**src/rtl/ps2_pkg.sv**
```systemverilog
// Shared types and constants for the PS/2 keyboard decoder: frame FSM states,
// prefix byte values and the set of keyboard control codes that never map to keys.
package ps2_pkg;

  typedef enum logic [1:0] {
    ST_IDLE,
    ST_DATA,
    ST_PARITY,
    ST_STOP
  } ps2_state_e;

  localparam logic [7:0] PS2_EXT        = 8'hE0;
  localparam logic [7:0] PS2_BRK        = 8'hF0;
  localparam logic [7:0] PS2_PAUSE      = 8'hE1;
  localparam logic [2:0] PS2_PAUSE_SKIP = 3'd7;

  // Acks, self-test results, echo and error replies from the keyboard.
  function automatic logic ps2_is_ctrl(input logic [7:0] code);
    case (code)
      8'h00, 8'hAA, 8'hEE, 8'hFA, 8'hFC, 8'hFD, 8'hFE, 8'hFF: ps2_is_ctrl = 1'b1;
      default:                                                ps2_is_ctrl = 1'b0;
    endcase
  endfunction

endpackage

```
**src/rtl/ps2_line_filter.sv**
```systemverilog
// Two-flop synchronizer followed by a run-length filter: the output follows the
// pin only after FILTER_LEN consecutive equal samples. Idles (and resets) high.
module ps2_line_filter #(
  parameter int FILTER_LEN = 8
) (
  input  logic clk,
  input  logic rst,
  input  logic din,
  output logic dout
);

  localparam int CW = $clog2(FILTER_LEN) + 1;

  logic [1:0]    sync_q, sync_d;
  logic [CW-1:0] cnt_q, cnt_d;
  logic          dout_q, dout_d;

  always_comb begin
    sync_d = {sync_q[0], din};
    cnt_d  = '0;
    dout_d = dout_q;
    if (sync_q[1] != dout_q) begin
      // cnt_q counts differing samples already seen; this one completes the run.
      if (cnt_q == CW'(FILTER_LEN - 1)) begin
        dout_d = sync_q[1];
      end else begin
        cnt_d = cnt_q + CW'(1);
      end
    end
  end

  always_ff @(posedge clk or posedge rst) begin
    if (rst) begin
      sync_q <= 2'b11;
      cnt_q  <= '0;
      dout_q <= 1'b1;
    end else begin
      sync_q <= sync_d;
      cnt_q  <= cnt_d;
      dout_q <= dout_d;
    end
  end

  assign dout = dout_q;

endmodule

```
**src/rtl/ps2_key_decoder.sv**
```systemverilog
// PS/2 keyboard receiver: filters the pins, deframes 11-bit frames on filtered
// clock falls and folds E0/F0/E1 prefixes into an 11-bit toggle-style key event.
module ps2_key_decoder
  import ps2_pkg::*;
#(
  parameter int FILTER_LEN  = 8,
  parameter int TIMEOUT_CYC = 3600
) (
  input  logic        clk_sys,
  input  logic        reset,
  input  logic        ps2_clk,
  input  logic        ps2_data,
  output logic [10:0] ps2_key,
  output logic        err_parity,
  output logic        err_frame
);

  localparam int TW = $clog2(TIMEOUT_CYC + 1);

  logic clk_f, data_f;

  ps2_line_filter #(.FILTER_LEN(FILTER_LEN)) u_clk_filter (
    .clk (clk_sys),
    .rst (reset),
    .din (ps2_clk),
    .dout(clk_f)
  );

  ps2_line_filter #(.FILTER_LEN(FILTER_LEN)) u_data_filter (
    .clk (clk_sys),
    .rst (reset),
    .din (ps2_data),
    .dout(data_f)
  );

  ps2_state_e    state_q, state_d;
  logic          clk_prev_q, clk_prev_d;
  logic [2:0]    bit_cnt_q, bit_cnt_d;
  logic [7:0]    shreg_q, shreg_d;
  logic          par_q, par_d;
  logic [TW-1:0] to_cnt_q, to_cnt_d;
  logic          ext_q, ext_d;
  logic          brk_q, brk_d;
  logic [2:0]    skip_q, skip_d;
  logic [10:0]   key_q, key_d;
  logic          err_par_q, err_par_d;
  logic          err_frm_q, err_frm_d;

  logic bit_ev;
  logic timeout;

  assign bit_ev  = clk_prev_q & ~clk_f;
  assign timeout = (state_q != ST_IDLE) && (to_cnt_q == TW'(TIMEOUT_CYC));

  always_comb begin
    state_d    = state_q;
    clk_prev_d = clk_f;
    bit_cnt_d  = bit_cnt_q;
    shreg_d    = shreg_q;
    par_d      = par_q;
    to_cnt_d   = to_cnt_q;
    ext_d      = ext_q;
    brk_d      = brk_q;
    skip_d     = skip_q;
    key_d      = key_q;
    err_par_d  = 1'b0;
    err_frm_d  = 1'b0;

    if (bit_ev || state_q == ST_IDLE) begin
      to_cnt_d = '0;
    end else if (to_cnt_q != TW'(TIMEOUT_CYC)) begin
      to_cnt_d = to_cnt_q + TW'(1);
    end

    // A bit event outranks the timeout, so a stop bit landing on the limit still counts.
    if (bit_ev) begin
      case (state_q)
        ST_IDLE: begin
          if (!data_f) begin
            state_d   = ST_DATA;
            bit_cnt_d = 3'd0;
          end
        end
        ST_DATA: begin
          shreg_d   = {data_f, shreg_q[7:1]};
          bit_cnt_d = bit_cnt_q + 3'd1;
          if (bit_cnt_q == 3'd7) state_d = ST_PARITY;
        end
        ST_PARITY: begin
          par_d   = data_f;
          state_d = ST_STOP;
        end
        ST_STOP: begin
          state_d = ST_IDLE;
          if (!data_f) begin
            err_frm_d = 1'b1;
            ext_d = 1'b0; brk_d = 1'b0; skip_d = 3'd0;
          end else if (!(^{shreg_q, par_q})) begin
            err_par_d = 1'b1;
            ext_d = 1'b0; brk_d = 1'b0; skip_d = 3'd0;
          end else if (skip_q != 3'd0) begin
            skip_d = skip_q - 3'd1;
          end else if (shreg_q == PS2_EXT) begin
            ext_d = 1'b1;
          end else if (shreg_q == PS2_BRK) begin
            brk_d = 1'b1;
          end else if (shreg_q == PS2_PAUSE) begin
            skip_d = PS2_PAUSE_SKIP;
          end else if (ps2_is_ctrl(shreg_q)) begin
            ext_d = 1'b0; brk_d = 1'b0;
          end else begin
            key_d = {~key_q[10], ~brk_q, ext_q, shreg_q};
            ext_d = 1'b0; brk_d = 1'b0;
          end
        end
        default: state_d = ST_IDLE;
      endcase
    end else if (timeout) begin
      state_d   = ST_IDLE;
      err_frm_d = 1'b1;
      ext_d = 1'b0; brk_d = 1'b0; skip_d = 3'd0;
    end
  end

  always_ff @(posedge clk_sys or posedge reset) begin
    if (reset) begin
      state_q    <= ST_IDLE;
      clk_prev_q <= 1'b1;
      bit_cnt_q  <= 3'd0;
      shreg_q    <= 8'h00;
      par_q      <= 1'b0;
      to_cnt_q   <= '0;
      ext_q      <= 1'b0;
      brk_q      <= 1'b0;
      skip_q     <= 3'd0;
      key_q      <= 11'h000;
      err_par_q  <= 1'b0;
      err_frm_q  <= 1'b0;
    end else begin
      state_q    <= state_d;
      clk_prev_q <= clk_prev_d;
      bit_cnt_q  <= bit_cnt_d;
      shreg_q    <= shreg_d;
      par_q      <= par_d;
      to_cnt_q   <= to_cnt_d;
      ext_q      <= ext_d;
      brk_q      <= brk_d;
      skip_q     <= skip_d;
      key_q      <= key_d;
      err_par_q  <= err_par_d;
      err_frm_q  <= err_frm_d;
    end
  end

  assign ps2_key    = key_q;
  assign err_parity = err_par_q;
  assign err_frame  = err_frm_q;

endmodule

```
**config.mk**
```make
export PLATFORM = sky130hd
export DESIGN_NAME = ps2_key_decoder
export DESIGN_NICKNAME = d
export VERILOG_FILES = /design/src/rtl/ps2_pkg.sv /design/src/rtl/ps2_line_filter.sv /design/src/rtl/ps2_key_decoder.sv
export SDC_FILE = /design/constraint.sdc
export NUM_CORES = 1
export LEC_CHECK = 0
export ABC_AREA = 1
export ABC_CLOCK_PERIOD_IN_PS = 4200
export CAP_MARGIN = 10
export CELL_PAD_IN_SITES_DETAIL_PLACEMENT = 1
export CELL_PAD_IN_SITES_GLOBAL_PLACEMENT = 2
export CORE_MARGIN = 1
export CORE_UTILIZATION = 30
export CTS_CLUSTER_DIAMETER = 200
export DETAILED_ROUTE_END_ITERATION = 10
export PLACE_DENSITY = 0.64
export SETUP_SLACK_MARGIN = 0.1
export SLEW_MARGIN = 20
export SYNTH_ARGS = -nofsm -noshare
export SYNTH_HDL_FRONTEND = slang
export SYNTH_SLANG_ARGS = --single-unit
```
**constraint.sdc**
```tcl
create_clock -name clk_sys -period 4.2 [get_ports clk_sys]
set_input_delay 0.84 -clock clk_sys [delete_from_list [all_inputs] [get_ports clk_sys]]
set_output_delay 0.84 -clock clk_sys [all_outputs]
set_load 0.02 [all_outputs]
```
==> results.toml <==
[route]
drc = 0
drt_iter0_drc = 45
ant_nets = 0
first_pass_iters = 4
wl_mm = 6.69
avgRoutedWirePerCell_um = 12.8
via_per_inst = 4.55
vias = 2376

[sta]
timing.fmax_mhz = 454
finClkSkew_ns = 0.0101
final_max_slew_viol_count = 0
finalCriticalPeriod_ns = 2.20
timing.final.crit_share_pct = 52.4
rsz0062_at_grt = "false"
timing.final.ws_setup_ns = 2.00
hold_violations = 0
fin_tns_setup_ns = 0
max_slew_margin_pct = 47.1
worst_pin_slew_ns = 0.790
timing.hold.ws_ns = 0.357
setup_viol = 0

[power]
vdd_drop_max_mv = 0.158
pwr_density_cell_nw_per_um2 = 447
power.total_mw = 1.60
leakage_nw = 1.68

[layout]
fin_util_pct = 36.2
fin_nets = 400
nFillCells = 1203
fin_area_um2 = 3590
drive_gt1_share_pct = 16.5
area_growth_pct = 15.1
antennaDiodeCount = 0
fin_cells = 522

[yosys]
syn_area_per_cell_um2 = 8.56
seq_area_frac_synth_pct = 47.7
async_flop_share_pct = 100
synthDistinctLibCells = 41
synth_edf_count = 0
yosys_warnings = 0
netlist_area_um2 = 3110
ys_ff_latch = 59
synth_fp_nets = 380
synth_top_area_share_pct = 41.8
yosys.area.top_type = "dfrtp_1"
synthFlopType = "dfrtp_1"
synthCells = 364
synth.area.top_cells = "dfrtp_1 42%, nand2_1 11%, dfstp_2 5.9%"

[global_routing]
antenna_found_initial = 0
grt_pass1_wl_mm = 11.7
grt_max_degree = 32
first_global_vias = 2444
grt_usage_pct = 13.7
grt-ovfl-total = 0

[critical_path]
cp.required_ns = 3.36
reg2reg_from = "state_q[0]$_DFFE_PP0P_"
path_cells = "clkdlybuf4s50_1"
slowest_stage = "clkdlybuf4s50_1"
worstPathMaxFanout = 2
critPathLaunchType = "flop"
crit_path_end_kind = "output port"
critPathTopFamily = "buffers and inverters"
max_stage_delay_ns = 0.63
reg2reg_depth = 11
path_buf_inv = 1
rrSetupSlack_ns = 2.16
crit_type = "flop to output port"
r2r-end = "brk_q$_DFFE_PP0P_"
crit_arrival_ns = 1.36

[run_status]
outcome = "completed"

[place]
port-buffer-count = 16
hpwl_mm = 4.88
pre_cts_slack_ns = 1.94
placed_cells = 506
dpl-instance-area_um2 = 3390
gp_congestion = 0.678

[clocking]
cts_post_setup_buffers_inserted = 0
cts_tree = "yes"
cts_made_buffers = 9
clock-sinks = 59
clock-root-buffer = "clkbuf_8"
ctsResizeCount = 0
clkLatencyLatePin_ns = 0.34
cts_buffer_depth = 2
holdBufCountCts = 0
clk_pin_slew_worst_paths_ns = 0.07
htreeDepth = 3

[floorplan]
die-area_um2 = 10800
coreArea_um2 = 9910
die_w_um = 104
die_h_um = 104
io_pins = 17
initial_core_util_pct = 31.4
num_rows = 36

[worst_hold_path]
hold_depth = 0
min_path_type = "flop to flop"
hp-start = "u_clk_filter.sync_q[0]$_DFF_PP1_"
min_to = "u_clk_filter.sync_q[1]$_DFF_PP1_"

[flow_run]
maxCapViolCount = 0
sequential cells by signal, indices dropped and copies added (netlist names):
| name | flops |
|---|---|
| u_clk_filter.dout | 1 |
| bit_cnt_q | 3 |
| clk_prev_q | 1 |
| to_cnt_q | 12 |
| par_q | 1 |
| state_q | 2 |
| u_data_filter.cnt_q | 4 |
| shreg_q | 8 |
| u_data_filter.dout | 1 |
| brk_q | 1 |
| skip_q | 3 |
| ext_q | 1 |
| u_clk_filter.cnt_q | 4 |
| err_frame | 1 |
| u_data_filter.sync_q | 2 |
| u_clk_filter.sync_q | 2 |
| err_parity | 1 |
| ps2_key | 11 |
final cells by class:
cell class                      count  area, um^2  area share [%]
Clock buffer                       11         141            3.94
Clock inverter                      5        52.6            1.47
Inverter                           49         184            5.13
Multi-Input combinational cell    248        1390            38.7
Sequential cell                    59        1490            41.4
Tap cell                          133         166            4.64
Timing Repair Buffer               17         168            4.68
power by group:
group | internal [mW] | leakage [nW] | switching (mW)
clock | 0.287 | 0.0991 | 0.236
combinational | 0.124 | 0.790 | 0.244
sequential | 0.646 | 0.788 | 0.0663
total | 1.06 | 1.68 | 0.546
worst max path at each step:
stage | startpoint | to | slack (ns) | cells after the start
6_report | ps2_key[10]$_DFFE_PP0P_ | ps2_key[10] | 2.00 | 1
5_1_grt | state_q[0]$_DFFE_PP0P_ | brk_q$_DFFE_PP0P_ | 1.90 | 11
4_1_cts | ps2_key[10]$_DFFE_PP0P_ | ps2_key[10] | 1.97 | 1
3_5_place_dp | reset | u_data_filter.dout$_DFFE_PP1P_ | 1.94 | 3
3_3_place_gp | reset | u_data_filter.dout$_DFFE_PP1P_ | 1.97 | 3
2_1_floorplan | reset | bit_cnt_q[0]$_DFFE_PP0P_ | 1.92 | 1
layout by cell type, fill, tap and decap left out, drive strengths merged:
cell | synthesis | layout
dfrtp | 52 | 52
nand2 | 94 | 94
clkinvlp | 0 | 1
clkdlybuf4s50 | 0 | 16
a21oi | 13 | 13
xnor2 | 6 | 6
a31oi | 2 | 2
clkinv | 0 | 3
o21ai | 30 | 30
inv | 49 | 49
or2 | 1 | 1
xor2 | 2 | 2
clkbuf | 2 | 11
nor2 | 39 | 39
ha | 12 | 12
a22oi | 1 | 1
mux2 | 1 | 1
nand3b | 3 | 3
o22ai | 2 | 2
nand4 | 3 | 3
o21a | 2 | 2
nand3 | 24 | 24
nor3 | 7 | 7
nor4 | 1 | 1
o211ai | 2 | 2
o31ai | 2 | 2
buf | 6 | 1
o21bai | 1 | 1
bufinv | 0 | 1
dfstp | 7 | 7
metal layers:
| layer | GRT usage [%] | vias up | part of all wire, % | wire [um] |
|---|---|---|---|---|
| met2 | 22.6 | 25 | 48 | 3200 |
| met1 | 17.0 | 1135 | 48 | 3190 |
| met4 | 6.43 | 0 | 1.9 | 129 |
| met3 | 3.01 | 11 | 2.6 | 172 |
| li1 | - | 1205 | - | - |
| met5 | 0 | - | 0 | 0 |
synth_stat cells, types with 2 or more instances:
library cell  number
inv_2             10
nand3b_1           3
clkbuf_1           2
nor2_2             2
o22ai_1            2
buf_2              2
o21a_1             2
nor2_4             2
nand3_2            3
o211ai_1           2
a21oi_1           12
nand2_1           89
dfstp_2            7
xor2_1             2
buf_6              3
o21ai_0           20
ha_1              12
nor3_1             5
dfrtp_1           52
nand2_4            2
nand3_1           21
o31ai_1            2
nand4_1            3
inv_1             39
nand2_2            3
xnor2_1            5
nor2_1            34
a31oi_1            2
o21ai_2            9
cell families (layout without fill, tap and decap cells):
family,count (synthesis),after routing,share of synthesized area (%)
adder cells (fa/ha/maj),12,12,4.82
buffers and inverters,57,82,7.79
flip-flops,59,59,47.7
multiplexers,1,1,0.362
AND/OR/NAND/NOR,172,172,25.6
XOR/XNOR,8,8,2.49
AO/OA/AOI/OAI,55,55,11.2
(Power assumes the default switching activity.)
